==> src/rtl/wolfram_ca_engine.sv <==
// wolfram_ca_engine: programmable 1-D elementary cellular automaton on a WIDTH-cell ring.
// A start in IDLE latches seed/rule/steps. The engine then computes one generation
// per clock until the requested count is reached, or until abort.
// Optional feature macro: CA_CYCLE_DETECT_EN adds the fixed_pt output. With it,
// a run stops early when the next generation equals the current one.
module wolfram_ca_engine #(
   parameter int WIDTH  = 16,
   parameter int STEP_W = 8
) (
   input  logic              clk,
   input  logic              rst_n,
   input  logic              start,
   input  logic              abort,
   input  logic [7:0]        rule,
   input  logic [WIDTH-1:0]  seed,
   input  logic [STEP_W-1:0] steps,
   output logic [WIDTH-1:0]  cells,
   output logic [STEP_W-1:0] gen_cnt,
   output logic              busy,
   output logic              done
`ifdef CA_CYCLE_DETECT_EN
   ,
   output logic              fixed_pt
`endif
);

   typedef enum logic [1:0] {
      IDLE = 2'd0,
      RUN  = 2'd1,
      DONE = 2'd2
   } state_t;

   localparam logic [STEP_W-1:0] ONE = 1;

   state_t            state;
   state_t            state_next;
   logic [7:0]        rule_lat;
   logic [STEP_W-1:0] steps_lat;
   logic [WIDTH-1:0]  next_cells;
   logic [STEP_W-1:0] gen_inc;
   logic              load;
   logic              advance;
`ifdef CA_CYCLE_DETECT_EN
   logic              hit_fixed;
`endif

   assign gen_inc = gen_cnt + ONE;
   assign busy    = (state == RUN);
   assign done    = (state == DONE);

   // Next generation: each cell indexes the rule with {left, centre, right}, bit-reversed (7 - pattern)
   always_comb begin
      logic [2:0] pattern;
      pattern    = 3'd0;
      next_cells = '0;
      for (int i = 0; i < WIDTH; i++) begin
         pattern       = {cells[(i + 1) % WIDTH], cells[i], cells[(i + WIDTH - 1) % WIDTH]};
         next_cells[i] = rule_lat[3'd7 - pattern];
      end
   end

   // State register, reset synchronously to IDLE
   always_ff @(posedge clk) begin
      if (!rst_n) state <= IDLE;
      else        state <= state_next;
   end

   // Next-state and datapath strobes; abort has priority over the final update
   always_comb begin
      state_next = state;
      load       = 1'b0;
      advance    = 1'b0;
`ifdef CA_CYCLE_DETECT_EN
      hit_fixed  = 1'b0;
`endif
      unique case (state)
         IDLE: begin
            if (start) begin
               load       = 1'b1;
               state_next = (steps == '0) ? DONE : RUN;
            end
         end
         RUN: begin
            if (abort) begin
               state_next = IDLE;
`ifdef CA_CYCLE_DETECT_EN
            end else if (next_cells == cells) begin
               hit_fixed  = 1'b1;
               state_next = DONE;
`endif
            end else begin
               advance = 1'b1;
               if (gen_inc == steps_lat) state_next = DONE;
            end
         end
         DONE: state_next = IDLE;
         default: state_next = IDLE;
      endcase
   end

   // Generation, counter and latched run parameters; values hold unless loading or advancing
   always_ff @(posedge clk) begin
      if (!rst_n) begin
         cells     <= '0;
         gen_cnt   <= '0;
         rule_lat  <= '0;
         steps_lat <= '0;
      end else if (load) begin
         cells     <= seed;
         gen_cnt   <= '0;
         rule_lat  <= rule;
         steps_lat <= steps;
      end else if (advance) begin
         cells     <= next_cells;
         gen_cnt   <= gen_inc;
      end
   end

`ifdef CA_CYCLE_DETECT_EN
   // Fixed-point flag is high only during the DONE cycle that a detected fixed point caused
   always_ff @(posedge clk) begin
      if (!rst_n) fixed_pt <= 1'b0;
      else        fixed_pt <= hit_fixed;
   end
`endif

endmodule

==> config.mk <==
export PLATFORM = sky130hd
export DESIGN_NAME = wolfram_ca_engine
export DESIGN_NICKNAME = d
export VERILOG_FILES = /design/src/rtl/wolfram_ca_engine.sv
export SDC_FILE = /design/constraint.sdc
export NUM_CORES = 1
export LEC_CHECK = 0
export ABC_AREA = 1
export CORE_UTILIZATION = 58
export CTS_CLUSTER_DIAMETER = 60
export DETAILED_ROUTE_END_ITERATION = 6
export DONT_BUFFER_PORTS = 1
export HOLD_SLACK_MARGIN = 0.02
export PLACE_DENSITY = 0.74
export SLEW_MARGIN = 20
export SYNTH_ARGS = -nofsm -noshare
export SYNTH_HDL_FRONTEND = slang
export SYNTH_SLANG_ARGS = --single-unit
==> constraint.sdc <==
create_clock -name clk -period 1.25 [get_ports clk]
set_input_delay 0.125 -clock clk [delete_from_list [all_inputs] [get_ports clk]]
set_output_delay 0.125 -clock clk [all_outputs]
set_load 0.03 [all_outputs]
==> out/qor.yml, run 1 <==
synth:
  syn_inst: 471
  syn-cell-area_um2: 3010
  synth-seq-cells: 42
  synth_top_flop_cell: "dfxtp_1"
  synth_fp_nets: 508
  yosysUniqueCellTypes: 26
  synth-edff-count: 0
  yosys_warnings: 0
  ys_seq_area_share_pct: 27.9
  async_reset_ff_share_pct: 0
  syn_area_per_cell_um2: 6.39
timing:
  drv_slew: 0
  relSlewSlack_pct: 77.3
  rsz0062_at_grt: "yes"
  final_hold_viol_count: 20
  tightest_slew_ps: 339
  fin_ws_ps: -251
  max_freq_ghz: 0.666
  fin_skew_ps: 4.66
  fin_crit_sh_pct: 120
  setup_violations: 23
  fin_crit_ps: 1500
  holdWs_ps: -56.0
die:
  die_w_um: 74.1
  core.rowCount: 25
  initial_core_util_pct: 62.1
  die_h_um: 74.1
  core_area_um2: 4850
  io_pins: 62
  dieArea_um2: 5480
critical_path:
  path_class: "flop to flop"
  cp_max_fo: 4
  cp_slowest_cell: "dfxtp_4"
  cp_cell_sequence: "nand2_1 -> nor2_2 -> nand3_1 -> nand3_1 -> nand2_1 -> nor2_2 -> nand3_2 -> nand2_1 -> a21oi_2"
  crit_top_cell: "nand2_1"
  critical-path-max-stage-delay_ps: 370
  endpoint_kind: "flop"
  crit_required_ps: 1440
  ff2ff_path_depth: 9
  critical_path_arrival_ps: 1690
  startpoint_type: "flop"
grt:
  grt_pass1_vias: 2983
  grt.total_usage_pct: 32.9
  grt_pass1_wl_um: 13900
  grt_start_max_net_pins: 35
  antenna_found_initial: 0
  grt.overflow.total: 0
cts:
  cts_hold_buffers: 3
  cts-root-buf: "clkbuf_8"
  cts_tree: "yes"
  htree_levels: 2
  cts.sink_count: 42
  clk_path_buf_depth: 2
  clkSlewWorstSetupHoldPaths_ps: 80
  cts-buffers-inserted: 5
  clk_latency_ps: 300
route:
  drtAntennaViolNets: 0
  wl_per_cell_um: 15.9
  wl_um: 9220
  vias: 3565
  drtIter0Drc: 268
  via_per_inst: 6.15
  drc: 0
  drt_first_pass_iters: 5
pwr:
  pwr_density_cell_nw_per_um2: 1040
  irDropWorstVdd_mv: 0.706
  leakagePower_nw: 1.70
cells_and_area:
  area_delta_synth_final_pct: 27.9
  n_antenna_cell: 0
  drive_gt1_share_pct: 27.9
  final_common_cell: "nand2_1"
  design_area_um2: 3850
  fill_cells: 347
  final_cell_mix: "nand2_1, buf_4, o211ai_1"
  fin_nets: 549
status:
  failed_checks: "negative hold slack, negative setup slack"
  status: "finished with violations"
place:
  port_buffers: 0
  hpwl_um: 6000
  placed_area_um2: 3480
  finalWeightedCongestion: 0.884
min_path:
  hp-class: "input pin to flop"
  holdPathStages: 2
job:
  maxCapViolations: 0
-- cell families (layout without fill, tap and decap cells) --
logic type | count (synthesis) | count (layout) | synth area share, %
fa+ha+maj | 1 | 1 | 0.415
xor+xnor | 2 | 2 | 0.582
flops | 42 | 42 | 27.9
buf+inv | 93 | 135 | 13.3
compound gates | 151 | 151 | 32.4
simple gates | 182 | 182 | 25.3
-- repair_timing --
action,CTS,global route
resized for setup,17,48
buffers inserted,2,2
hold endpoints to repair,25,23
endpoints found under the setup margin,33,37
cloned,1,0
pin swaps,3,9
-- registers in the layout, indices dropped and copies added (netlist names) --
name and flops:
rule_lat 8, state 2, gen_cnt 8, steps_lat 8
cells 16
-- synthesized netlist by cell type (all sizes together), types with 2 or more instances --
library cell | instances | area, um2
buf | 25 | 146
a21oi | 34 | 170
o211a | 7 | 70.1
clkbuf | 6 | 22.5
o31ai | 9 | 67.6
o21ai | 40 | 200
inv | 60 | 225
nand2 | 97 | 364
dfxtp | 42 | 841
o211ai | 49 | 368
nor2 | 41 | 166
o21bai | 2 | 15.0
clkinv | 2 | 7.51
o2111ai | 9 | 78.8
nand3 | 42 | 210
-- per-layer routing --
layer  routed length (um)  up-vias  global-route usage, %
met4                  250        0                   14.1
met5                    0        -                      0
met1                 3820     1606                   44.7
met3                  982       30                   7.99
li1                     -     1710                      -
met2                 4160      219                   49.5
-- through the flow --
stage	power [W]	cells	TNS, ps	util [%]	setup WS, ps
2_1_floorplan	0.00261	471	-347	-	-64.9
3_3_place_gp	0.00294	564	-1400	71.7	-126
3_5_place_dp	0.00298	564	-2090	71.7	-150
4_1_cts	0.00390	578	-1760	76.0	-127
5_1_grt	0.00423	580	-3080	79.4	-342
6_report	0.00399	580	-1840	79.4	-251
-- power by group --
group	total, W	leakage [nW]	switching [W]	internal (W)
logic	0.00147	1.29	0.000874	0.000601
registers	0.00163	0.359	0.000177	0.00146
clock network	0.000885	0.0452	0.000490	0.000395
total	0.00399	1.70	0.00154	0.00245
-- layout make-up --
type                    count  area (um2)  share of cell area, %
clock buffers               6        72.6                   1.88
clock inverters             2        13.8                  0.357
inverters                  62         240                   6.24
multi-input cells         336        1930                   50.2
flip-flops and latches     42         893                   23.2
well taps                  67        83.8                   2.18
repair buffers             65         614                   16.0
-- critical path, delay by kind of cell (launching register included) --
| family | cells | cell delay (ps) |
|---|---|---|
| AOI/OAI and AO/OA | 1 | 50 |
| and+or+nand+nor | 8 | 980 |
| DFF | 1 | 370 |
-- final timing paths --
check                                   end  slack, ps                      start
setup / recovery      state[0]$_SDFFE_PN0P_       -250    gen_cnt[3]$_SDFFE_PP0P_
hold / removal        cells[8]$_SDFFE_PN0P_        -60                      rst_n
setup reg to reg      state[0]$_SDFFE_PN0P_       -250    gen_cnt[3]$_SDFFE_PP0P_
hold reg to reg   steps_lat[3]$_SDFFE_PN0P_        480  steps_lat[3]$_SDFFE_PN0P_
Note: power is estimated with default switching activity, not from simulation.
==> inputs of run 2 (changes only) <==
- CAP_MARGIN: not set -> 10
- CORE_UTILIZATION: 58 -> 47
- DONT_BUFFER_PORTS: 1 -> not set
- PLACE_DENSITY: 0.74 -> 0.75
==> run 2 against run 1 <==
Net effect:
- the flow finishes with violations (negative setup slack)
- fmax fell by 1.6%
- clock-buffer cell count did not move
- global-route usage shrank 5.2 points
- sequential share of layout area is 2.2 points lower
- first-iteration DRC count is 11% lower
- final cell count increased by 10%
- clock skew grew 0.75 ps
- worst hold slack gained 440 ps
- critical endpoint unchanged
==> out/qor.yml, run 2 (synthesis results as in run 1) <==
timing:
  finalSetupTns_ps: -1640
  fin_crit_sh_pct: 122
  relSlewSlack_pct: 79.0
  rsz0062_at_grt: "yes"
  fin_ws_ps: -275
  setup_violations: 23
  max_freq_ghz: 0.656
  tightest_slew_ps: 316
  drv_slew: 0
  final_hold_viol_count: 0
  fin_skew_ps: 5.41
  fin_crit_ps: 1520
place:
  dp_cells: 624
  placed_area_um2: 4020
  hpwl_um: 6340
  port_buffers: 61
  place_ws_ps: -286
  finalWeightedCongestion: 0.876
status:
  failed_checks: "negative setup slack"
  status: "finished with violations"
cells_and_area:
  n_antenna_cell: 0
  final_cell_mix: "nand2_1, buf_4, o211ai_1"
  largest_reg_flops: 16
  stdcell_count: 639
  fin_nets: 600
  final_common_cell: "nand2_1"
  regMostFlops: "cells"
  area_delta_synth_final_pct: 40.3
  drive_gt1_share_pct: 24.1
  design_area_um2: 4230
critical_path:
  cp_slowest_cell: "dfxtp_4"
  crit_required_ps: 1440
  cp_max_fo: 4
  critical_path_arrival_ps: 1720
  ff2ff_setup_slack_ps: -270
  critical-path-max-stage-delay_ps: 370
  crit_family: "simple AND/OR/NAND/NOR gates"
  crit_top_cell: "nand2_1"
  path_class: "flop to flop"
  cp_cell_sequence: "ha_4 -> xnor2_2 -> nand2_1 -> nor2_2 -> nand2_1 -> nor2_1 -> nand3_1 -> nand2_1 -> a21oi_2"
  cp_num_buf_inv: 0
  startpoint: "gen_cnt[1]$_SDFFE_PP0P_"
  rr_startpoint: "gen_cnt[1]$_SDFFE_PP0P_"
  endpoint_kind: "flop"
  startpoint_type: "flop"
cts:
  clkSlewWorstSetupHoldPaths_ps: 90
  clk_path_buf_depth: 2
  cts.sink_count: 42
  cts-root-buf: "clkbuf_8"
  cts_tree: "yes"
  cts-buffers-inserted: 5
  clk_latency_ps: 300
  cts_hold_buffers: 0
  htree_levels: 2
grt:
  grt.total_usage_pct: 27.7
  grt_pass1_vias: 3008
  grt_pass1_wl_um: 14200
  grt_start_max_net_pins: 26
  grt.overflow.total: 0
  antenna_found_initial: 0
route:
  drtIter0Drc: 239
  drc: 0
  wl_um: 9280
  via_per_inst: 5.74
  drt_first_pass_iters: 6
  drtAntennaViolNets: 0
  vias: 3667
  wl_per_cell_um: 14.5
die:
  die_h_um: 82.1
  io_pins: 62
  die_w_um: 82.1
  dieArea_um2: 6730
  core.rowCount: 28
  core_area_um2: 6060
  initial_core_util_pct: 49.7
job:
  maxCapViolations: 0
min_path:
  hp-class: "input pin to flop"
  hp-start: "steps[1]"
pwr:
  leakagePower_nw: 1.88
  pwr_density_cell_nw_per_um2: 976
  irDropWorstVdd_mv: 0.532
## run 2: changes by cell type in the layout (fill, tap and decap cells not counted), sizes merged, moves of 2 or more
| cell | before | now |
|---|---|---|
| buf | 61 | 63 |
| clkbuf | 6 | 13 |
| clkdlybuf4s15 | 0 | 7 |
| clkdlybuf4s50 | 0 | 35 |
| dlygate4sd2 | 0 | 4 |
| dlygate4sd3 | 3 | 0 |
## run 2: tightest hold or removal path, stage by stage
cell and delay, ps:
clkdlybuf4s50_1 410, inv_1 60, a21oi_1 50
## run 2: power by group
group / switching, W / leakage, nW / internal [W]
combinational: 0.000905 / 1.47 / 0.000700
sequential: 0.000159 / 0.358 / 0.00146
clock: 0.000503 / 0.0452 / 0.000395
total: 0.00157 / 1.88 / 0.00256
## run 2: final cells by class
| type | instances | area (um2) |
|---|---|---|
| fillers | 528 | 1840 |
| multi-input cells | 336 | 1830 |
| repair buffers | 116 | 1080 |
| flip-flops and latches | 42 | 888 |
| inverters | 62 | 238 |
| well taps | 75 | 93.8 |
| clock buffers | 6 | 72.6 |
| clock inverters | 2 | 13.8 |
## run 2: metal layers
layer | global-route usage [%] | part of all wire [%]
met4 | 8.60 | 1.0
met1 | 39.2 | 46
met2 | 42.9 | 45
met5 | 0 | 0
met3 | 4.00 | 8.4
## run 2: per-stage QoR
stage | utilization, % | hold slack [ps] | total power, W
final | 69.7 | 386 | 0.00412
after global routing | 69.7 | 397 | 0.00439
after CTS | 69.2 | 378 | 0.00410
after detailed placement | 66.3 | 463 | 0.00318
after global placement | 66.3 | 462 | 0.00316
after floorplan | - | 253 | 0.00261
## run 2: path summary, 6_finish.rpt
kind | end | cells after the start
max | state[0]$_SDFFE_PN0P_ | 9
min | steps_lat[1]$_SDFFE_PN0P_ | 3
max reg2reg | state[0]$_SDFFE_PN0P_ | 9
min reg2reg | steps_lat[7]$_SDFFE_PN0P_ | 2
## run 2: timing repair
action | CTS | global route
setup endpoints to repair | 48 | 50
pin swaps | 6 | 8
endpoints found under the hold margin | 0 | 0
buffers inserted | 5 | 3
gates resized for setup | 48 | 28
cloned | 1 | 1
==> inputs of run 3 (changes only) <==
- CORE_MARGIN: not set -> 2
==> run 3 against run 2 <==
Net effect:
- the flow still finishes with violations (negative setup slack)
- combinational power grew 6%
- power grew 7.4%
- wire length grew 2.8%
- clock-buffer cell count grew 1
- setup slack gained 12 ps
- via count grew 1.8%
- largest cell class unchanged
- highest routed layer unchanged
==> out/qor.yml, run 3 (synthesis results as in run 1) <==
status:
  status: "finished with violations"
  failed_checks: "negative setup slack"
job:
  maxCapViolations: 0
pwr:
  leakagePower_nw: 1.93
  pwr_density_cell_nw_per_um2: 1010
  irDropWorstVdd_mv: 0.677
cells_and_area:
  fin_nets: 602
  n_antenna_cell: 0
  fin_util_pct: 69.6
  area_delta_synth_final_pct: 45.2
  multiInputGateArea_um2: 1900
  drive_gt1_share_pct: 26.1
  regMostFlops: "cells"
  final_cell_mix: "nand2_1, o211ai_1, inv_1"
  regArea_um2: 883
  design_area_um2: 4370
  fill_cells: 519
  largest_reg_flops: 16
  final_common_cell: "nand2_1"
timing:
  max_freq_ghz: 0.661
  fin_ws_ps: -263
  tightest_slew_ps: 309
  fin_crit_sh_pct: 121
  setup_violations: 36
  fin_crit_ps: 1510
  final_hold_viol_count: 0
  fin_skew_ps: 5.12
  finalSetupTns_ps: -4810
  relSlewSlack_pct: 79.5
  drv_slew: 0
  rsz0062_at_grt: "yes"
critical_path:
  crit_top_cell: "nand2_1"
  cp_slowest_cell: "dfxtp_4"
  critical-path-max-stage-delay_ps: 370
  rr_startpoint: "gen_cnt[0]$_SDFFE_PP0P_"
  cp_max_fo: 4
  cp_cell_sequence: "ha_4 -> xnor2_2 -> nand2_1 -> nor2_2 -> nand2_1 -> nor2_1 -> nand3_2 -> nand2_1 -> a21oi_2"
  path_class: "flop to flop"
  critical_path_arrival_ps: 1710
  reg2reg_to: "state[0]$_SDFFE_PN0P_"
  startpoint_type: "flop"
  endpoint_kind: "flop"
  ff2ff_setup_slack_ps: -260
  crit_required_ps: 1450
  ff2ff_path_depth: 9
die:
  core_area_um2: 6280
  io_pins: 62
  die_h_um: 84.1
  dieArea_um2: 7060
  core.rowCount: 29
  die_w_um: 84.1
  initial_core_util_pct: 48.0
cts:
  cts-root-buf: "clkbuf_8"
  cts-buffers-inserted: 5
  cts_hold_buffers: 0
  clk_latency_ps: 300
  clk_path_buf_depth: 2
  cts_tree: "yes"
  clkSlewWorstSetupHoldPaths_ps: 90
  cts.sink_count: 42
  htree_levels: 2
min_path:
  holdPathStages: 3
  worstHoldEndpoint: "steps_lat[1]$_SDFFE_PN0P_"
  hp-class: "input pin to flop"
  hp-start: "steps[1]"
grt:
  grt_pass1_vias: 3313
  antenna_found_initial: 0
  grt.overflow.total: 0
  grt.total_usage_pct: 26.9
  grt_start_max_net_pins: 25
  grt_pass1_wl_um: 15700
route:
  wl_um: 9540
  drt_first_pass_iters: 5
  drtIter0Drc: 334
  via_per_inst: 5.81
  wl_per_cell_um: 14.8
  vias: 3733
  drtAntennaViolNets: 0
  drc: 0
place:
  port_buffers: 61
  hpwl_um: 6580
  placed_area_um2: 4020
  finalWeightedCongestion: 0.925
==> run 3: per-layer routing <==
metal | GRT usage (%) | part of all wire [%] | wire [um]
met1 | 37.5 | 45 | 4260
met4 | 9.09 | 1.9 | 178
met2 | 41.9 | 46 | 4420
met3 | 4.55 | 7.2 | 687
met5 | 0 | 0 | 0
==> run 3: stage by stage <==
| stage | power [W] | std cells | hold slack (ps) | setup slack, ps |
|---|---|---|---|---|
| after detailed placement | 0.00320 | 626 | 464 | -248 |
| after floorplan | 0.00261 | 471 | 253 | -64.9 |
| after global routing | 0.00468 | 643 | 426 | -382 |
| final | 0.00443 | 643 | 391 | -263 |
| after CTS | 0.00434 | 640 | 389 | -214 |
| after global placement | 0.00317 | 626 | 455 | -188 |
==> run 3: area by class of cell <==
cell class	instances	area share (%)
inverter	62	5.38
multi-input combinational	336	43.6
clock inverter	1	0.687
sequential	42	20.2
clock buffer	7	1.75
tap	77	2.20
timing repair buffer	118	26.2
==> run 3: how the worst max path moves through the flow <==
| stage | from | endpoint | slack [ps] |
|---|---|---|---|
| 6_report | gen_cnt[0]$_SDFFE_PP0P_ | state[0]$_SDFFE_PN0P_ | -260 |
| 5_1_grt | gen_cnt[0]$_SDFFE_PP0P_ | state[0]$_SDFFE_PN0P_ | -380 |
| 4_1_cts | gen_cnt[0]$_SDFFE_PP0P_ | state[0]$_SDFFE_PN0P_ | -210 |
| 3_5_place_dp | abort | cells[7]$_SDFFE_PN0P_ | -250 |
| 3_3_place_gp | abort | cells[5]$_SDFFE_PN0P_ | -190 |
| 2_1_floorplan | gen_cnt[0]$_SDFFE_PP0P_ | state[0]$_SDFFE_PN0P_ | -60 |
==> run 3: repair_timing <==
| action | 4_1_cts | 5_1_grt |
|---|---|---|
| setup endpoints to repair | 38 | 56 |
| setup buffers | 4 | 4 |
| resized for setup | 47 | 52 |
| pin swaps | 2 | 5 |
| endpoints found under the hold margin | 0 | 0 |
| gates cloned | 2 | 0 |
==> run 3: worst max-delay path, delay by kind of cell (launching register included) <==
kind                     cells  cell delay (ps)
AND/OR/NAND/NOR              6              630
flip-flops                   1              370
adder cells (fa/ha/maj)      1              280
XOR/XNOR                     1               90
AO/OA/AOI/OAI                1               50
==> run 3: power breakdown <==
part	switching [W]	internal, W
registers	0.000162	0.00146
clock network	0.000517	0.000599
logic	0.000944	0.000743
total	0.00162	0.00280
==> edit (flow settings as in run 3) <==
Set the parameter `STEP_W` to 6 (it was 8).
--- a/src/rtl/wolfram_ca_engine.sv
+++ b/src/rtl/wolfram_ca_engine.sv
@@ -5,7 +5,7 @@
 // a run stops early when the next generation equals the current one.
 module wolfram_ca_engine #(
    parameter int WIDTH  = 16,
-   parameter int STEP_W = 8
+   parameter int STEP_W = 6
 ) (
    input  logic              clk,
    input  logic              rst_n,
Ports: changed (resized gen_cnt and steps); port bits go from 62 to 58. The function was not compared with the original's and may differ.
==> edit against run 3 <==
The flow still finishes with violations (negative setup slack); sequential cell count decreased by 4; first-iteration DRC count is 3.0% higher; design area is 4.1% lower; area after synthesis decreased by 7.7%; combinational power rose by 7%; clock power fell by 19%; highest routed layer unchanged; wire length is 1.5% lower; utilization increased by 2.4 points; setup slack gained 0.12 ns; total power down 5.6%; largest cell class unchanged.
==> edit: results (changes against run 3) <==
Critical path
  – End of the critical path: state[0]$_SDFFE_PN0P_
  – Worst r2r path cells: 10 (+1)
  – CP Max Fanout: 2 (-2)
  – FF-to-FF setup slack: -0.14 ns (+0.12 ns)
  – Worst EP arrival: 1.57 ns (-0.14 ns)

Place
  – Placed cells: 600 (-4.2%)
  – Placer Congestion: 0.8782 (-5.1%)
  – # port buffers: 57 (-6.6%)
  – DP Area: 3705 um2 (-7.9%)
  – Worst slack at placement: -0.1708 ns (+0.07737 ns)
  – Post-DP HPWL: 5990 um (-8.9%)

STA
  – Hold Violations, Final: 0 (unchanged)
  – Post-route setup slack: -0.1388 ns (+0.1239 ns)
  – Worst slew pin tran: 0.3497 ns (+0.04029 ns)
  – Setup TNS: -0.4867 ns (+4.326 ns)
  – Post-Route Skew: 0.01318 ns (+0.008053 ns)
  – Number of setup violations in the final report: 12 (-67%)

Finish
  – Final #Nets: 579 (-3.8%)
  – Final Instance Count excl. Fillers: 619 (-3.7%)
  – Layout cells sized above 1: 0.2978 (+0.03631)

Global route
  – Met1 Use GR: 0.3263 (-0.04884)
  – Largest net degree at the start of global routing: 27 (+8.0%)
  – M2 GR Usage: 0.4752 (+0.05601)
  – GRT Overall Usage: 0.2652 (-0.003700)
  – GR Util met3: 0.04222 (-0.003277)
  – First-pass GRT wire length: 13,720 um (-12%)

Power
  – Worst IR drop on VDD: 0.0005645 V (-17%)
  – Leak pwr: 1.785 nW (-7.5%)

Drt
  – Iteration-0 DRC Markers: 344 (+3.0%)
  – Wl on met1: 3898 um (-8.4%)
  – Met3 wire length: 683 um (-0.58%)
  – Avg WL per Cell: 15.19 um (+2.4%)
  – Vias per Instance: 5.724 (-1.4%)
  – DR WL met2: 4596 um (+4.0%)

Synthesis
  – Synth cell types: 25 (-3.8%)
  – Commonest cells in the synthesized netlist: 111 x nand2_1, 62 x o21ai_0, 55 x inv_1, 47 x o211ai_1, 39 x a21oi_1
  – Sequential fraction of the synthesis area: 0.2736 (-0.005558)
  – Syn_area_per_cell: 6.084 um2 (-4.9%)
  – Syn_nets: 492 (-3.1%)
  – Synth top area cells: dfxtp_1 27%, nand2_1 15%, o211ai_1 13%, o21ai_0 11%, inv_1 7.4%
  – Synth warn: 0 (unchanged)
  – Ys async rst share: 0 (unchanged)

Status
  – Violated checks: negative setup slack
  – Status: finished with violations

Clock tree
  – Root buf cell: clkbuf_8
  – Num CTS Buffers: 5 (unchanged)
-- edit: cell types whose count changed after synthesis, sizes merged, moves of 3 or more --
cell and change:
inv -3, o21ai +24, o2111ai -9, dfxtp -4, nand2 +20, nand3 -22, o31ai -9, a21oi +7
o211a -7
-- edit: logic make-up (layout without fill, tap and decap cells) --
family          after synthesis  count (layout)  share of synthesized area
simple gates                177             177                     0.2624
compound gates              155             155                     0.3267
buf+inv                      86             173                     0.1328
flops                        38              38                     0.2736
fa+ha+maj                     1               1                   0.004500
-- edit: layout make-up --
type	count	area [um2]
multi-input combinational	333	1881
tap	75	93.84
clock buffer	7	86.33
sequential	38	800.8
fill	482	1625
inverter	59	240.2
timing repair buffer	107	1089
-- edit: worst min-delay path by stage --
stage,endpoint,cells after the start,startpoint,slack [ns]
2_1_floorplan,state[0]$_SDFFE_PN0P_,2,rst_n,0.28
3_3_place_gp,rule_lat[4]$_SDFFE_PN0P_,2,rule_lat[4]$_SDFFE_PN0P_,0.43
3_5_place_dp,rule_lat[4]$_SDFFE_PN0P_,2,rule_lat[4]$_SDFFE_PN0P_,0.44
4_1_cts,rule_lat[5]$_SDFFE_PN0P_,3,rule[5],0.45
5_1_grt,rule_lat[5]$_SDFFE_PN0P_,3,rule[5],0.46
6_report,rule_lat[5]$_SDFFE_PN0P_,3,rule[5],0.45
-- edit: power by group --
group          internal (mW)  leakage (nW)  switching, mW  total (mW)
Clock                  0.439        0.0443          0.468       0.907
Sequential              1.33         0.323          0.145        1.48
Combinational          0.761          1.42           1.04        1.80
Total                   2.53          1.78           1.65        4.18
-- edit: timing repair --
item | in CTS | in global routing
pin swaps | 2 | 19
cloned | 0 | 3
setup endpoints to repair | 38 | 40
gates resized for setup | 24 | 108
setup buffers | 2 | 8
